File: src/rtl/object_grid_writer.sv
// Kitchen object grid: one tile code per square, 1-cycle registered read port, and a
// valid/ready update queue whose entries only commit while vblank_in is high.
module object_grid_writer #(
    parameter int unsigned GRID_W     = 8,
    parameter int unsigned GRID_H     = 8,
    parameter int unsigned CODE_W     = 4,
    parameter int unsigned FIFO_DEPTH = 8,
    parameter int unsigned MAX_CODE   = 10,
    localparam int unsigned XW        = $clog2(GRID_W),
    localparam int unsigned YW        = $clog2(GRID_H),
    localparam int unsigned PW        = $clog2(FIFO_DEPTH) + 1
) (
    input  logic              clk_in,
    input  logic              rst_in_n,
    input  logic              upd_valid_in,
    output logic              upd_ready_out,
    input  logic [XW-1:0]     upd_x_in,
    input  logic [YW-1:0]     upd_y_in,
    input  logic [CODE_W-1:0] upd_code_in,
    input  logic              upd_clear_all_in,
    input  logic              vblank_in,
    input  logic [XW-1:0]     rd_x_in,
    input  logic [YW-1:0]     rd_y_in,
    output logic [CODE_W-1:0] rd_code_out,
    output logic [PW-1:0]     pending_out,
    output logic              busy_out,
    output logic [7:0]        err_count_out
);

    localparam int unsigned AW = $clog2(FIFO_DEPTH);
    localparam int unsigned NT = GRID_W * GRID_H;
    localparam int unsigned IW = $clog2(NT);
    localparam int unsigned DW = XW + YW + CODE_W;  // entry payload without the clear flag
    localparam int unsigned EW = DW + 1;

    typedef enum logic [1:0] {StIdle, StCommit, StClear} state_e;

    function automatic logic [IW-1:0] tile_idx(input logic [XW-1:0] x, input logic [YW-1:0] y);
        return IW'(32'(y) * GRID_W + 32'(x));
    endfunction

    function automatic logic xy_ok(input logic [XW-1:0] x, input logic [YW-1:0] y);
        return (32'(x) < GRID_W) && (32'(y) < GRID_H);
    endfunction

    // ---------------- update queue ----------------
    logic [EW-1:0] fifo_q [FIFO_DEPTH];
    logic [AW-1:0] wr_ptr_q, rd_ptr_q;
    logic [PW-1:0] count_q;
    logic          full, empty, push, pop;
    logic [EW-1:0] head;
    logic          head_clear;

    assign full       = (count_q == PW'(FIFO_DEPTH));
    assign empty      = (count_q == '0);
    assign push       = upd_valid_in && !full;
    assign head       = fifo_q[rd_ptr_q];
    assign head_clear = head[EW-1];

    always_ff @(posedge clk_in) begin
        if (push) begin
            fifo_q[wr_ptr_q] <= {upd_clear_all_in, upd_x_in, upd_y_in, upd_code_in};
        end
    end

    always_ff @(posedge clk_in or negedge rst_in_n) begin
        if (!rst_in_n) begin
            wr_ptr_q <= '0;
            rd_ptr_q <= '0;
            count_q  <= '0;
        end else begin
            if (push) wr_ptr_q <= wr_ptr_q + AW'(1);
            if (pop)  rd_ptr_q <= rd_ptr_q + AW'(1);
            unique case ({push, pop})
                2'b10:   count_q <= count_q + PW'(1);
                2'b01:   count_q <= count_q - PW'(1);
                default: count_q <= count_q;
            endcase
        end
    end

    assign upd_ready_out = !full;
    assign pending_out   = count_q;

    // ---------------- FSM ----------------
    state_e          state_q, state_d;
    logic [DW-1:0]   cur_q, cur_d;
    logic [IW-1:0]   idx_q, idx_d;
    logic [7:0]      err_q;
    logic [XW-1:0]   cur_x;
    logic [YW-1:0]   cur_y;
    logic [CODE_W-1:0] cur_code;
    logic            cur_legal;
    logic            tile_we, err_inc;
    logic [IW-1:0]   tile_wa;
    logic [CODE_W-1:0] tile_wd;

    assign cur_x     = cur_q[DW-1 -: XW];
    assign cur_y     = cur_q[YW+CODE_W-1 -: YW];
    assign cur_code  = cur_q[CODE_W-1:0];
    assign cur_legal = xy_ok(cur_x, cur_y) && (32'(cur_code) <= MAX_CODE);

    always_ff @(posedge clk_in or negedge rst_in_n) begin
        if (!rst_in_n) begin
            state_q <= StIdle;
            cur_q   <= '0;
            idx_q   <= '0;
        end else begin
            state_q <= state_d;
            cur_q   <= cur_d;
            idx_q   <= idx_d;
        end
    end

    // IDLE and COMMIT share the pop decision so commits run back-to-back.
    always_comb begin
        state_d = state_q;
        pop     = 1'b0;
        unique case (state_q)
            StIdle, StCommit: begin
                if (vblank_in && !empty) begin
                    pop     = 1'b1;
                    state_d = head_clear ? StClear : StCommit;
                end else begin
                    state_d = StIdle;
                end
            end
            StClear: begin
                if (vblank_in && idx_q == IW'(NT - 1)) state_d = StIdle;
            end
            default: state_d = StIdle;
        endcase
    end

    always_comb begin
        cur_d = pop ? head[DW-1:0] : cur_q;
        idx_d = idx_q;
        if (pop && head_clear) begin
            idx_d = '0;
        end else if (state_q == StClear && vblank_in) begin
            idx_d = idx_q + IW'(1);
        end
    end

    always_comb begin
        tile_we = 1'b0;
        tile_wa = idx_q;
        tile_wd = '0;
        err_inc = 1'b0;
        unique case (state_q)
            StCommit: begin
                tile_wa = tile_idx(cur_x, cur_y);
                if (cur_legal) begin
                    tile_we = 1'b1;
                    tile_wd = cur_code;
                end else begin
                    err_inc = 1'b1;
                end
            end
            StClear: tile_we = vblank_in;
            default: ;
        endcase
    end

    assign busy_out = (state_q != StIdle);

    always_ff @(posedge clk_in or negedge rst_in_n) begin
        if (!rst_in_n) begin
            err_q <= '0;
        end else if (err_inc && err_q != 8'hFF) begin
            err_q <= err_q + 8'd1;
        end
    end

    assign err_count_out = err_q;

    // ---------------- tile storage and read port ----------------
    logic [CODE_W-1:0] tiles_q [NT];
    logic [CODE_W-1:0] rd_code_q;
    logic              rd_ok;
    logic [IW-1:0]     rd_idx;

    assign rd_ok  = xy_ok(rd_x_in, rd_y_in);
    assign rd_idx = tile_idx(rd_x_in, rd_y_in);

    always_ff @(posedge clk_in or negedge rst_in_n) begin
        if (!rst_in_n) begin
            for (int i = 0; i < int'(NT); i++) tiles_q[i] <= '0;
        end else if (tile_we) begin
            tiles_q[tile_wa] <= tile_wd;
        end
    end

    // Reads sample pre-write contents, so a same-cycle write returns the old code.
    always_ff @(posedge clk_in or negedge rst_in_n) begin
        if (!rst_in_n) begin
            rd_code_q <= '0;
        end else begin
            rd_code_q <= rd_ok ? tiles_q[rd_idx] : '0;
        end
    end

    assign rd_code_out = rd_code_q;

endmodule

File: config.mk
export PLATFORM = sky130hd
export DESIGN_NAME = object_grid_writer
export DESIGN_NICKNAME = d
export VERILOG_FILES = /design/src/rtl/object_grid_writer.sv
export SDC_FILE = /design/constraint.sdc
export NUM_CORES = 1
export LEC_CHECK = 0
export CAP_MARGIN = 20
export CORE_MARGIN = 3
export CORE_UTILIZATION = 56
export CTS_CLUSTER_SIZE = 24
export DETAILED_ROUTE_END_ITERATION = 10
export HOLD_SLACK_MARGIN = 0.08
export PLACE_DENSITY = 0.76
export SYNTH_ARGS = -nofsm -noshare
export SYNTH_HDL_FRONTEND = slang
export SYNTH_SLANG_ARGS = --single-unit
File: constraint.sdc
create_clock -name clk_in -period 2.5 [get_ports clk_in]
set_input_delay 0.25 -clock clk_in [delete_from_list [all_inputs] [get_ports clk_in]]
set_output_delay 0.25 -clock clk_in [all_outputs]
set_load 0.02 [all_outputs]
==> impl_results.md <==
* CORE AREA at 31000 µm²
* Unique masters post-synth at 54
* CP Capture Type: flop
* R2r startpoint: state_q[1]
* Max_cap viols at 0
* Top cell type's share of synthesized area at 41.5%
* R2R Path End: tiles_q[231]
* Least-Margin Pin Slew at 0.672 ns
* Sequential power share at roughly 44%
* Period utilization at between 90% and 100%
* LEAKAGE at 8.71 nW
* Net switching power at 4.79 mW
* Crit path kind: flop to flop
* Clock share of power at a little over a third
* Crit-path cells: inv_1 > ha_2 > mux2i_1 > and2_2 > o211ai_4 > buf_12 > nor2_4 > mux2_2
* IO buf count at 38
* Routability cong. at ~0.81
* Die ar. at approximately 34000 µm²
* Initial antenna violation count at 0
* Post-route DRC at 0
* Clock transition at path regs at 0.06 ns
* Vias at slightly below 10k
* DIE HEIGHT at 185 µm
* Routed wire length at between 30000 and 40000 µm
* Top cells by area, synth: dfrtp_1, mux2_2, edfxtp_1
* Final Power at 16.6 mW
* Yosys reg bits at between 300 and 400
* Initial Util at approximately 58%
* Root buffer cell: clkbuf_16
* Number of synthesized flops with an enable pin at roughly 90
* Fraction of registers with async set/reset at roughly 77%
* RSZ-0062 raised after global routing: no
* Worst vdd ir at 0.000971 V
* Worst Hold Class: input pin to async pin
* Layout area overhead at 14.8%
* Post-layout min period at 2.33 ns
* CTS tree: done
* Drt wl/cell at approximately 23 µm
* Row cnt at 64
* Worst skew pair latency at between 0.5 and 0.6 ns
* H-tree depth at 2
* Grt met3 use at between 3 and 4%
* Die X at 185 µm
* Max FO, Critical Path at 8
* Detail Route Antenna Nets at 0
* Power per cell area at roughly 800 nW/µm²
* Number of detailed-route iterations in the first pass at 5
* Dominant synthesized flop cell: dfrtp_1
* N_diodes at 0
* Slew HR at between 50% and 60%
* Detail Placement HPWL at roughly 24000 µm
* First-pass GRT wire length at 61000 µm
* Status: finished, final reports clean
* Type of origin of the critical path: flop
* Fin. max-slew vios at 0
* Final hold viol count at 0
* Pint at between 10 and 15 mW
* Gate power share at around a fifth
* Synth warnings at 0
* GR met1 Demand/Resource at 31.0%
* Worst Path Required at about 2.9 ns
* Post-Syn Area at 17900 µm²
* Gr ovfl total at 0
* I/O pin cnt at 39
* Fin util at between 60% and 70%
* Slowest Stage Delay on Critical Path at approximately 0.39 ns
* GR peak layer: met2
* GR met2 Demand/Resource at about two fifths
* Most frequent cell after synthesis: dfrtp_1
* Crit-path slowest cell: dfrtp_1
* Initial DRC Count at between 600 and 700
* Switching power share of the total at about 29%
* Share of cells above drive strength 1 at a little under half
* Clock sinks at approximately 380
* Setup TNS at 0 ns
* Commonest cells in the netlist: dfrtp_1, mux2_2, edfxtp_1
* WP buf/inv at 2
* Number of global-route vias before repair at about 11k
* Fmax at about 430 MHz
* Synth Net Count at around 1.2k
* Leading area contributor after synthesis: dfrtp_1
* CTS buffer count at 40
* Largest net degree at the start of global routing at 84
* GRT Util Overall at a little under a quarter
* NumNets Final at between 1k and 1.5k
* Delay-heaviest family, CP: multiplexers
* Post-synthesis instance total at between 1k and 1.5k
* Final setup fails at 0
* Setup slack, reg-to-reg at 0.17 ns
* Syn_area_per_cell at around 16 µm²
* Arrival time at the worst endpoint at 2.75 ns
* CTS Buffer Depth at 3
* Final clock skew at between 0.015 and 0.02 ns
* Via density at 6.01
* Sequential element share of the synthesized area at 56.3%
* R2R depth at 8
final cells by class:
cell class | instances | area (µm²)
tap | 396 | 495
fill | 2124 | 10500
multi-input combinational | 661 | 7490
clock inverter | 19 | 151
timing repair buffer | 96 | 1140
inverter | 15 | 56.3
sequential | 384 | 10000
clock buffer | 51 | 1110
cells in the final DEF (no fill, tap or decap), types with 7 or more instances in the layout:
master / count
clkdlybuf4s50_1: 34
xnor2_1: 16
mux2_1: 12
buf_12: 26
buf_4: 32
o21ai_0: 11
nor2_4: 65
nor2_1: 33
mux2_2: 251
edfxtp_1: 88
clkbuf_16: 41
inv_1: 14
o22ai_1: 11
mux2i_1: 20
nand2_4: 7
nand3_1: 13
ha_1: 8
dfrtp_1: 296
mux4_2: 85
nand2_1: 33
a21oi_1: 13
o211ai_4: 8
power by group through the flow:
stage / Sequential, mW / Clock, mW / Combinational (mW)
2_1_floorplan: 7.39 / 0 / 2.33
3_3_place_gp: 7.41 / 0 / 3.44
3_5_place_dp: 7.45 / 0 / 3.51
4_1_cts: 7.33 / 5.86 / 3.54
5_1_grt: 7.39 / 6.12 / 3.80
6_report: 7.33 / 5.75 / 3.50
metrics by stage:
step	cell area [µm²]	hold WS (ns)	instances	setup WS, ns
after global placement	19200	0.299	1551	0.0769
after floorplan	17900	-0.0456	1122	0.0309
after detailed placement	19200	0.301	1551	0.0117
final	20500	0.308	1622	0.167
after CTS	20500	0.323	1622	0.0431
after global routing	20500	0.360	1622	0.0230
registers in the layout, indices dropped and copies added, names as in the netlist:
| signal | flops |
|---|---|
| tiles_q | 256 |
| fifo_q | 88 |
| pending_out | 4 |
| state_q | 2 |
| idx_q | 6 |
| rd_ptr_q | 3 |
| cur_q | 10 |
| wr_ptr_q | 3 |
| rd_code_out | 4 |
| err_count_out | 8 |
kinds of logic after synthesis:
family	Yosys count	synth area share, %
AO/OA/AOI/OAI	76	4.06
XOR/XNOR	20	0.981
adder cells (fa/ha/maj)	10	0.701
buffers and inverters	77	2.02
flip-flops	384	56.3
multiplexers	369	28.6
AND/OR/NAND/NOR	186	7.40
timing repair:
action / CTS / global route
hold buffers: 1 / 0
gates cloned: 0 / 0
setup buffers: 0 / 0
setup endpoints to repair: 1 / 236
hold endpoints to repair: 76 / 0
resized for setup: 1 / 3
worst max path at each step:
| stage | startpoint | endpoint | slack, ns | cells past startpoint |
|---|---|---|---|---|
| detailed placement | state_q[1] | tiles_q[145] | 0.01 | 8 |
| global placement | state_q[1] | tiles_q[139] | 0.08 | 8 |
| finish | state_q[1] | tiles_q[231] | 0.17 | 8 |
| global route | state_q[1] | tiles_q[231] | 0.02 | 8 |
| CTS | state_q[1] | tiles_q[101] | 0.04 | 8 |
| floorplan | state_q[1] | pending_out[2] | 0.03 | 14 |
routing by layer:
layer	up-vias	share of wire, %
li1	4350	-
met1	5144	43
met2	200	51
met3	56	4.2
met4	0	1.9
met5	-	0
Power figures use the tool's default switching activity.
